## src/rtl/alu_seq.sv

```systemverilog
// alu_seq: multi-cycle ALU with a start/done handshake.
// Single-cycle logic ops, add/sub/slt; one-bit-per-cycle shifts and shift-add multiply.
module alu_seq #(
  parameter int unsigned WIDTH = 32
) (
  input  logic             clk,
  input  logic             rst_n,
  input  logic             start,
  input  logic [WIDTH-1:0] src1,
  input  logic [WIDTH-1:0] src2,
  input  logic [3:0]       ALU_control,
  output logic             busy,
  output logic             done,
  output logic [WIDTH-1:0] result,
  output logic             zero,
  output logic             cout,
  output logic             overflow
);

  localparam int unsigned SW = $clog2(WIDTH);

  typedef enum logic [3:0] {
    OP_AND = 4'b0000,
    OP_OR  = 4'b0001,
    OP_ADD = 4'b0010,
    OP_SLL = 4'b0011,
    OP_SRL = 4'b0100,
    OP_SRA = 4'b0101,
    OP_SUB = 4'b0110,
    OP_SLT = 4'b0111,
    OP_MUL = 4'b1000,
    OP_NOR = 4'b1100
  } op_t;

  typedef enum logic [1:0] {
    IDLE,
    SHIFT,
    MUL
  } state_t;

  state_t           state;
  logic [WIDTH-1:0] a_reg;
  logic [WIDTH-1:0] b_reg;
  logic [WIDTH-1:0] acc;
  logic [SW-1:0]    cnt;
  logic [3:0]       op_reg;

  logic [3:0]       op;
  logic [SW-1:0]    amt;
  logic             is_sub;
  logic [WIDTH-1:0] b_eff;
  logic [WIDTH:0]   sum;
  logic             add_ovf;
  logic             less;
  logic [WIDTH-1:0] imm_res;
  logic             imm_c;
  logic             imm_v;
  logic [WIDTH-1:0] acc_next;

  assign op   = ALU_control;
  assign amt  = src2[SW-1:0];
  assign zero = (result == '0);

  // One-bit shift step, direction and fill chosen by the shift opcode
  function automatic logic [WIDTH-1:0] shift1(input logic [3:0] k, input logic [WIDTH-1:0] v);
    case (k)
      OP_SLL:  shift1 = v << 1;
      OP_SRL:  shift1 = v >> 1;
      default: shift1 = {v[WIDTH-1], v[WIDTH-1:1]};
    endcase
  endfunction

  // Shared adder; SLT uses the subtract path and corrects the sign with the overflow bit
  always_comb begin
    is_sub  = (op == OP_SUB) || (op == OP_SLT);
    b_eff   = is_sub ? ~src2 : src2;
    sum     = {1'b0, src1} + {1'b0, b_eff} + {{WIDTH{1'b0}}, is_sub};
    add_ovf = (src1[WIDTH-1] == b_eff[WIDTH-1]) && (sum[WIDTH-1] != src1[WIDTH-1]);
    less    = sum[WIDTH-1] ^ add_ovf;
  end

  // Result and flags for the ops that complete at the accept edge
  always_comb begin
    imm_res = '0;
    imm_c   = 1'b0;
    imm_v   = 1'b0;
    case (op)
      OP_AND: imm_res = src1 & src2;
      OP_OR:  imm_res = src1 | src2;
      OP_NOR: imm_res = ~(src1 | src2);
      OP_ADD, OP_SUB: begin
        imm_res = sum[WIDTH-1:0];
        imm_c   = sum[WIDTH];
        imm_v   = add_ovf;
      end
      OP_SLT: imm_res = {{(WIDTH-1){1'b0}}, less};
      default: imm_res = '0;
    endcase
  end

  // Next multiply accumulator value for the current step
  always_comb begin
    acc_next = acc + (b_reg[0] ? a_reg : '0);
  end

  // Control FSM with registered outputs; the accept edge already performs the first
  // shift/multiply step so the total latency equals the step count.
  always_ff @(posedge clk or negedge rst_n) begin
    if (!rst_n) begin
      state    <= IDLE;
      a_reg    <= '0;
      b_reg    <= '0;
      acc      <= '0;
      cnt      <= '0;
      op_reg   <= '0;
      busy     <= 1'b0;
      done     <= 1'b0;
      result   <= '0;
      cout     <= 1'b0;
      overflow <= 1'b0;
    end else begin
      done <= 1'b0;
      case (state)
        IDLE: begin
          if (start) begin
            case (op)
              OP_SLL, OP_SRL, OP_SRA: begin
                if (amt == '0) begin
                  result   <= src1;
                  cout     <= 1'b0;
                  overflow <= 1'b0;
                  done     <= 1'b1;
                end else if (amt == SW'(1)) begin
                  result   <= shift1(op, src1);
                  cout     <= 1'b0;
                  overflow <= 1'b0;
                  done     <= 1'b1;
                end else begin
                  a_reg  <= shift1(op, src1);
                  cnt    <= amt - SW'(1);
                  op_reg <= op;
                  busy   <= 1'b1;
                  state  <= SHIFT;
                end
              end
              OP_MUL: begin
                acc   <= src2[0] ? src1 : '0;
                a_reg <= src1 << 1;
                b_reg <= src2 >> 1;
                cnt   <= SW'(WIDTH - 1);
                busy  <= 1'b1;
                state <= MUL;
              end
              default: begin
                result   <= imm_res;
                cout     <= imm_c;
                overflow <= imm_v;
                done     <= 1'b1;
              end
            endcase
          end
        end
        SHIFT: begin
          a_reg <= shift1(op_reg, a_reg);
          cnt   <= cnt - SW'(1);
          if (cnt == SW'(1)) begin
            result   <= shift1(op_reg, a_reg);
            cout     <= 1'b0;
            overflow <= 1'b0;
            done     <= 1'b1;
            busy     <= 1'b0;
            state    <= IDLE;
          end
        end
        MUL: begin
          acc   <= acc_next;
          a_reg <= a_reg << 1;
          b_reg <= b_reg >> 1;
          cnt   <= cnt - SW'(1);
          if (cnt == SW'(1)) begin
            result   <= acc_next;
            cout     <= 1'b0;
            overflow <= 1'b0;
            done     <= 1'b1;
            busy     <= 1'b0;
            state    <= IDLE;
          end
        end
        default: begin
          busy  <= 1'b0;
          state <= IDLE;
        end
      endcase
    end
  end

endmodule

```

## config.mk

```make
export PLATFORM = sky130hd
export DESIGN_NAME = alu_seq
export DESIGN_NICKNAME = d
export VERILOG_FILES = /design/src/rtl/alu_seq.sv
export SDC_FILE = /design/constraint.sdc
export NUM_CORES = 1
export LEC_CHECK = 0
export CAP_MARGIN = 10
export CORE_MARGIN = 4
export CORE_UTILIZATION = 45
export CTS_CLUSTER_DIAMETER = 40
export DETAILED_ROUTE_END_ITERATION = 10
export PLACE_DENSITY = 0.72
export SLEW_MARGIN = 20
export SYNTH_ARGS = -nofsm -noshare
export SYNTH_HDL_FRONTEND = slang
export SYNTH_SLANG_ARGS = --single-unit
```

## constraint.sdc

```tcl
create_clock -name clk -period 3.9 [get_ports clk]
set_input_delay 0.78 -clock clk [delete_from_list [all_inputs] [get_ports clk]]
set_output_delay 0.78 -clock clk [all_outputs]
set_load 0.005 [all_outputs]
```

; After elaboration in Yosys (flattened, before gate mapping)
; Index checks and enable logic that the tools add are counted.
[op_classes]
n_addsub = 5
multipliers = 0
n_div = 0
n_lt_le_gt_ge = 0
n_eq_ne = 27
shifts = 0
mux = 57
bitwise_logic = 7
reduce_logical = 19
[ops]
columns = operator, n
row1 = two-way mux 32 bit, 15
row2 = case mux 32 bit (2 select lines), 6
row3 = case mux 32 bit (3 select lines), 2
row4 = case mux 32 bit (5 select lines), 1
row5 = inverter 32 bit, 2
row6 = adder 32 x 32 -> 33 bit, 1
row7 = adder 33 x 1 -> 33 bit, 1
row8 = adder 32 bit, 1
row9 = AND 32 bit, 1
row10 = logical NOT 32 bit, 1
row11 = bitwise OR 32 bit, 1
row12 = AND reduction 5 bit, 5
row13 = == test 4 x 3 -> 1 bit (second input constant), 5
row14 = case mux 5 bit (2 select lines), 2
row15 = case mux 1 bit (2 select lines), 8
row16 = two-way mux 5 bit, 3
row17 = two-way mux 1 bit, 14
row18 = == test 4 x 2 -> 1 bit (second input constant), 3
row19 = == test 5 x 1 -> 1 bit (second input constant), 2
row20 = subtractor 5 x 1 -> 5 bit (second input constant), 2
row21 = == test 4 bit (second input constant), 2
row22 = two-way mux 2 bit, 4
row23 = != test 2 bit (second input constant), 4
row24 = case mux 2 bit (2 select lines), 2
row25 = 22 further kinds, 27
[word_totals]
ff_bits = 143
latch_bits = 0
mem_bits_rw = 0
romBits = 0
wordCells = 126
memories = 0

; Depth between registers and ports, before layout
[depth]
word_depth = 12
depth_mapped = 15
ltp_nobuf = 14

; Worst setup path after synthesis
; Ideal clock, no wire load.
[synth_timing]
path_type = input-to-reg
from = input ALU_control[3]
to = register result[28]
setup_time_ps = 82
t_arrival_ps = 3786
required_ps = 3818
path_slack_ps = 32
path_stages = 15
path_cell_list = nand3b_1 > buf_4 > clkbuf_1 > xnor2_1 > ha_1 > a21oi_1 > nand2_1 > a31oi_2 > o31a_1 > a211oi_2 > o2111ai_2 > a21oi_1 > or4b_1 > a21o_1 > a31oi_1
[synth_between]
elab_chain_len = 9
word_cells_on_any_way = 26
cone_classes = 2 x add/sub / 11 x eq/ne / 8 x mux / 5 x reduce/logical
[synth_lines]
columns = item, line_no
row1 = from (decl), 11  ; input logic [3:0] ALU_control,
row2 = == test 4 x 3 -> 1 bit, "75, 87"
row3 = logical OR 1 bit, 75  ; is_sub = (op == OP_SUB) || (op == OP_SLT);
row4 = two-way mux 32 bit, 76  ; b_eff = is_sub ? ~src2 : src2;
row5 = adder 32 x 32 -> 33 bit, 77  ; sum = {1'b0, src1} + {1'b0, b_eff} + {{WIDTH{1'b0}}, is_sub};
row6 = adder 33 x 1 -> 33 bit, 77
row7 = case mux 32 bit (5 select lines), 87  ; case (op)
row8 = case mux 32 bit (2 select lines), 126  ; case (op)
row9 = two-way mux 32 bit, 125  ; if (start) begin
row10 = case mux 32 bit (3 select lines), 123  ; case (state)
row11 = to (signal assigned), 129  ; result <= src1;
row12 = to (signal assigned), 134  ; result <= shift1(op, src1);
row13 = to (signal assigned), 155  ; result <= imm_res;
row14 = to (decl), 14  ; output logic [WIDTH-1:0] result,
; Parallel ways exist; a longest one is shown, timed or not. The select of a mux whose other input is x is not followed.
; A chain may end at the register's enable or synchronous reset.

; Worst setup path in the final report
[layout_timing]
from = input src2[0]
to = register result[30]
[layout_between]
elab_chain_len = 8
word_cells_on_any_way = 13
cone_classes = 2 x add/sub / 2 x eq/ne / 6 x mux / 1 x bitwise / 2 x reduce/logical
[layout_lines]
columns = item, line_no
row1 = from (decl), 10  ; input logic [WIDTH-1:0] src2,
row2 = inverter 32 bit, 76
row3 = two-way mux 32 bit, 76
row4 = adder 32 x 32 -> 33 bit, 77
row5 = adder 33 x 1 -> 33 bit, 77
row6 = case mux 32 bit (5 select lines), 87
row7 = case mux 32 bit (2 select lines), 126
row8 = two-way mux 32 bit, 125
row9 = case mux 32 bit (3 select lines), 123
; Parallel ways exist; a longest one is shown, timed or not. The select of a mux whose other input is x is not followed.

==> summary.md <==
| Metric | Value |
|---|---|
| Synth Flop Type | `dfrtp_1` |
| Slowest stage delay, CP | `550 ps` |
| Initial Utilization | `0.461` |
| Fin nets | `2,019` |
| DRT iter0 DRCs | `1,443` |
| Ant diodes | `0` |
| Deepest clock path buffer count | `2` |
| Skew-Pair Late Insertion Delay | `440 ps` |
| Die X | `180 um` |
| Net Count, Synth | `1,859` |
| Yosys cell types | `82` |
| Clock Sinks | `142` |
| Gr usage total | `0.268` |
| Root Driver | `clkbuf_16` |
| Synth warn | `0` |
| Avg WL per Cell | `20.0 um` |
| CP delay by family, top | `compound AO/OA/AOI/OAI gates` |
| DP HPWL | `33,200 um` |
| Flop pwr share | `0.243` |
| Vias in the first global route | `13,124` |
| Setup repair after global routing missed its margin | `no` |
| Final number of hold-violating endpoints | `0` |
| GRT Residual Overflow | `0` |
| Asr flop ratio synth | `1.00` |
| Cts bufs inserted | `17` |
| DRC viols | `0` |
| Post-synth EDFFs | `0` |
| Period utilization | `0.971` |
| Met2 usage | `0.421` |
| Cts hold-fix bufs | `0` |
| Final Util | `0.572` |
| Startpoint type of the worst setup path | `primary input` |
| Die area | `0.0326 mm2` |
| Max FO, Critical Path | `5` |
| Met1 Usage GRT | `0.374` |
| Synthesis-stage register bit count | `142` |
| Cell Chain, Critical Path | `clkdlybuf4s50_1, nor2_1, a21oi_1, fa_1, nand2b_4, a21oi_4, a31oi_2, o31a_1, a211oi_4, o2111ai_4, a21oi_2, buf_4, o211ai_1, o311ai_4, o311a_1` |
| CTS tree | `done` |
| Hold WS | `427 ps` |
| Max Clock Skew | `13.6 ps` |
| NetSw | `0.00551 W` |
| Peak VDD IR | `0.456 mV` |
| Post-synthesis sequential area ratio | `0.265` |
| Critical path's slowest cell | `clkdlybuf4s50_1` |
| Largest net degree at the start of global routing | `93` |
| PortBufs | `107` |
| Sw frac | `0.467` |
| Synth area leader | `dfrtp_1` |
| Final min period | `3790 ps` |
| Most crowded layer after global routing | `met2` |
| Tightest Pin Transition | `998 ps` |
| Buffers plus inverters on the worst setup path | `2` |
| Ratio of cells with drive above 1 in the final layout | `0.143` |
| Power Internal | `0.00629 W` |
| Mapped Area | `0.0134 mm2` |
| Slew HR | `0.325` |
| P&R area growth vs syn | `23.9%` |
| Fmax | `264 MHz` |
| Worst-path clk slew | `70 ps` |
| Routed Antenna Nets | `0` |
| GPL Wtd Cong | `0.919` |
| Synth top area cells | `dfrtp_1 (27%), ha_1 (6.8%), mux2i_1 (6.7%), a21oi_1 (6.3%), nand2_1 (5.0%)` |
| Clk pwr share | `0.144` |
| Max Cap Viol | `0` |
| Area share of the largest cell type after synthesis | `0.265` |
| First-pass GRT wire length | `71,900 um` |
| CTS H-tree lvls | `4` |
| Post-Synthesis Cells | `1,713` |
| Critical Path RT | `4270 ps` |
| Status | `complete, no violations` |
| Synthesized area per cell | `7.81 um2` |
| Via Count | `13,865` |
| Worst setup EP type | `flip-flop` |
| Top Ports | `108` |
| Worst min path class | `in2async` |
| Pins Over Slew Limit | `0` |
| LEAKAGE | `6.77 nW` |
| GR Util met3 | `0.0430` |
| Power per Cell Area | `711 mW/mm2` |
| Num rows | `62` |
| First drt pass iteration count | `6` |
| Critical path class | `in2reg` |
| Routed wire length | `45,400 um` |
| CP arrival | `4160 ps` |
| Chip height | `180 um` |
| Core footprint | `0.0290 mm2` |
| Via density | `6.11` |
| Gate power share | `0.614` |
| Initial antenna violation count | `0` |
| Final-report setup violation count | `0` |
## timing repair
item                                    in CTS  in global routing
buffers inserted                             2                  2
pin swaps                                   11                 22
gates resized for setup                      9                 27
endpoints found under the setup margin      15                 16
## kinds of logic after synthesis
group / after synthesis / synth area share
AO/OA/AOI/OAI: 571 / 0.278
XOR/XNOR: 79 / 0.0517
adder cells (fa/ha/maj): 99 / 0.0892
buffers and inverters: 175 / 0.0507
flip-flops: 142 / 0.265
multiplexers: 104 / 0.0791
AND/OR/NAND/NOR: 543 / 0.186
## cells in the mapped netlist, drive strengths merged (7+ instances only)
cell,n
o21ai,127
a211oi,52
nand2,180
o221ai,8
nor4,13
ha,73
o21a,12
a2111oi,8
inv,37
a21o,28
dfrtp,142
nor2b,30
a22oi,7
nand2b,9
mux2,14
and3,11
nand3,29
nor3,31
maj3,24
clkbuf,113
buf,25
a21oi,170
xor2,13
xnor2,66
nand3b,7
a221oi,14
nor2,167
o31ai,39
a31oi,35
o211ai,14
mux2i,90
and2,40
## worst paths after layout
path / from / end / slack [ps] / cells past startpoint
worst max-delay path: src2[0] / result[30] / 110 / 15
worst min-delay path: rst_n / b_reg[29] / 430 / 1
worst max register to register: b_reg[0] / result[31] / 190 / 13
worst min register to register: cout / cout / 500 / 2
max in group asynchronous: rst_n / a_reg[14] / 2620 / 2
min in group clk: cout / cout / 500 / 2
## cell type report
cell class / instances / area [um2]
tap: 384 / 480
clock inverter: 14 / 159
clock buffer: 18 / 429
inverter: 37 / 139
sequential: 142 / 3550
timing repair buffer: 279 / 2430
multi-input combinational: 1396 / 9390
fill: 2646 / 12400
## power groups by stage
stage	logic [W]	clock network (W)	registers (W)
after floorplan	0.00488	0	0.00266
after global placement	0.00684	0	0.00285
after detailed placement	0.00699	0	0.00287
after CTS	0.00708	0.00171	0.00285
after global routing	0.00796	0.00176	0.00295
final	0.00724	0.00170	0.00286
## per-stage QoR
step	setup WS, ps	TNS [ps]	cell area [um2]	instances	total power [W]
final	111	0	16600	2270	0.0118
after global routing	31.3	0	16600	2270	0.0127
after CTS	-7.64	-7.64	16400	2270	0.0116
after detailed placement	-694	-11750	15800	2236	0.00986
after global placement	-617	-9610	15800	2236	0.00969
after floorplan	32.1	0	13400	1713	0.00754
## worst reg2reg max path, cell delays in order, from the launching register on
cell,delay (ps)
dfrtp_1,410
buf_4,180
and2_1,160
ha_1,340
nand2_1,130
o32ai_1,440
nor2_1,140
a2111oi_2,590
o31ai_1,270
o211ai_1,310
a21oi_1,130
xnor2_1,160
nand2_1,130
a211oi_1,250
## routing by layer
| metal | up-vias | part of all wire | wire (um) |
|---|---|---|---|
| met5 | - | 0 | 0 |
| met4 | 0 | 0.037 | 1700 |
| met3 | 98 | 0.085 | 3860 |
| met2 | 666 | 0.45 | 20200 |
| met1 | 6560 | 0.43 | 19600 |
| li1 | 6541 | - | - |
## cells in the final DEF (no fill, tap or decap), drive strengths merged, types with 35 or more instances in the layout
cell type,netlist,layout
a211oi,52,52
a21oi,170,170
a31oi,35,35
and2,40,40
buf,25,173
clkdlybuf4s50,0,102
dfrtp,142,142
ha,73,73
inv,37,43
mux2i,90,90
nand2,180,180
nor2,167,167
o21ai,127,127
o31ai,39,39
xnor2,66,66
Power figures use the tool's default switching activity.
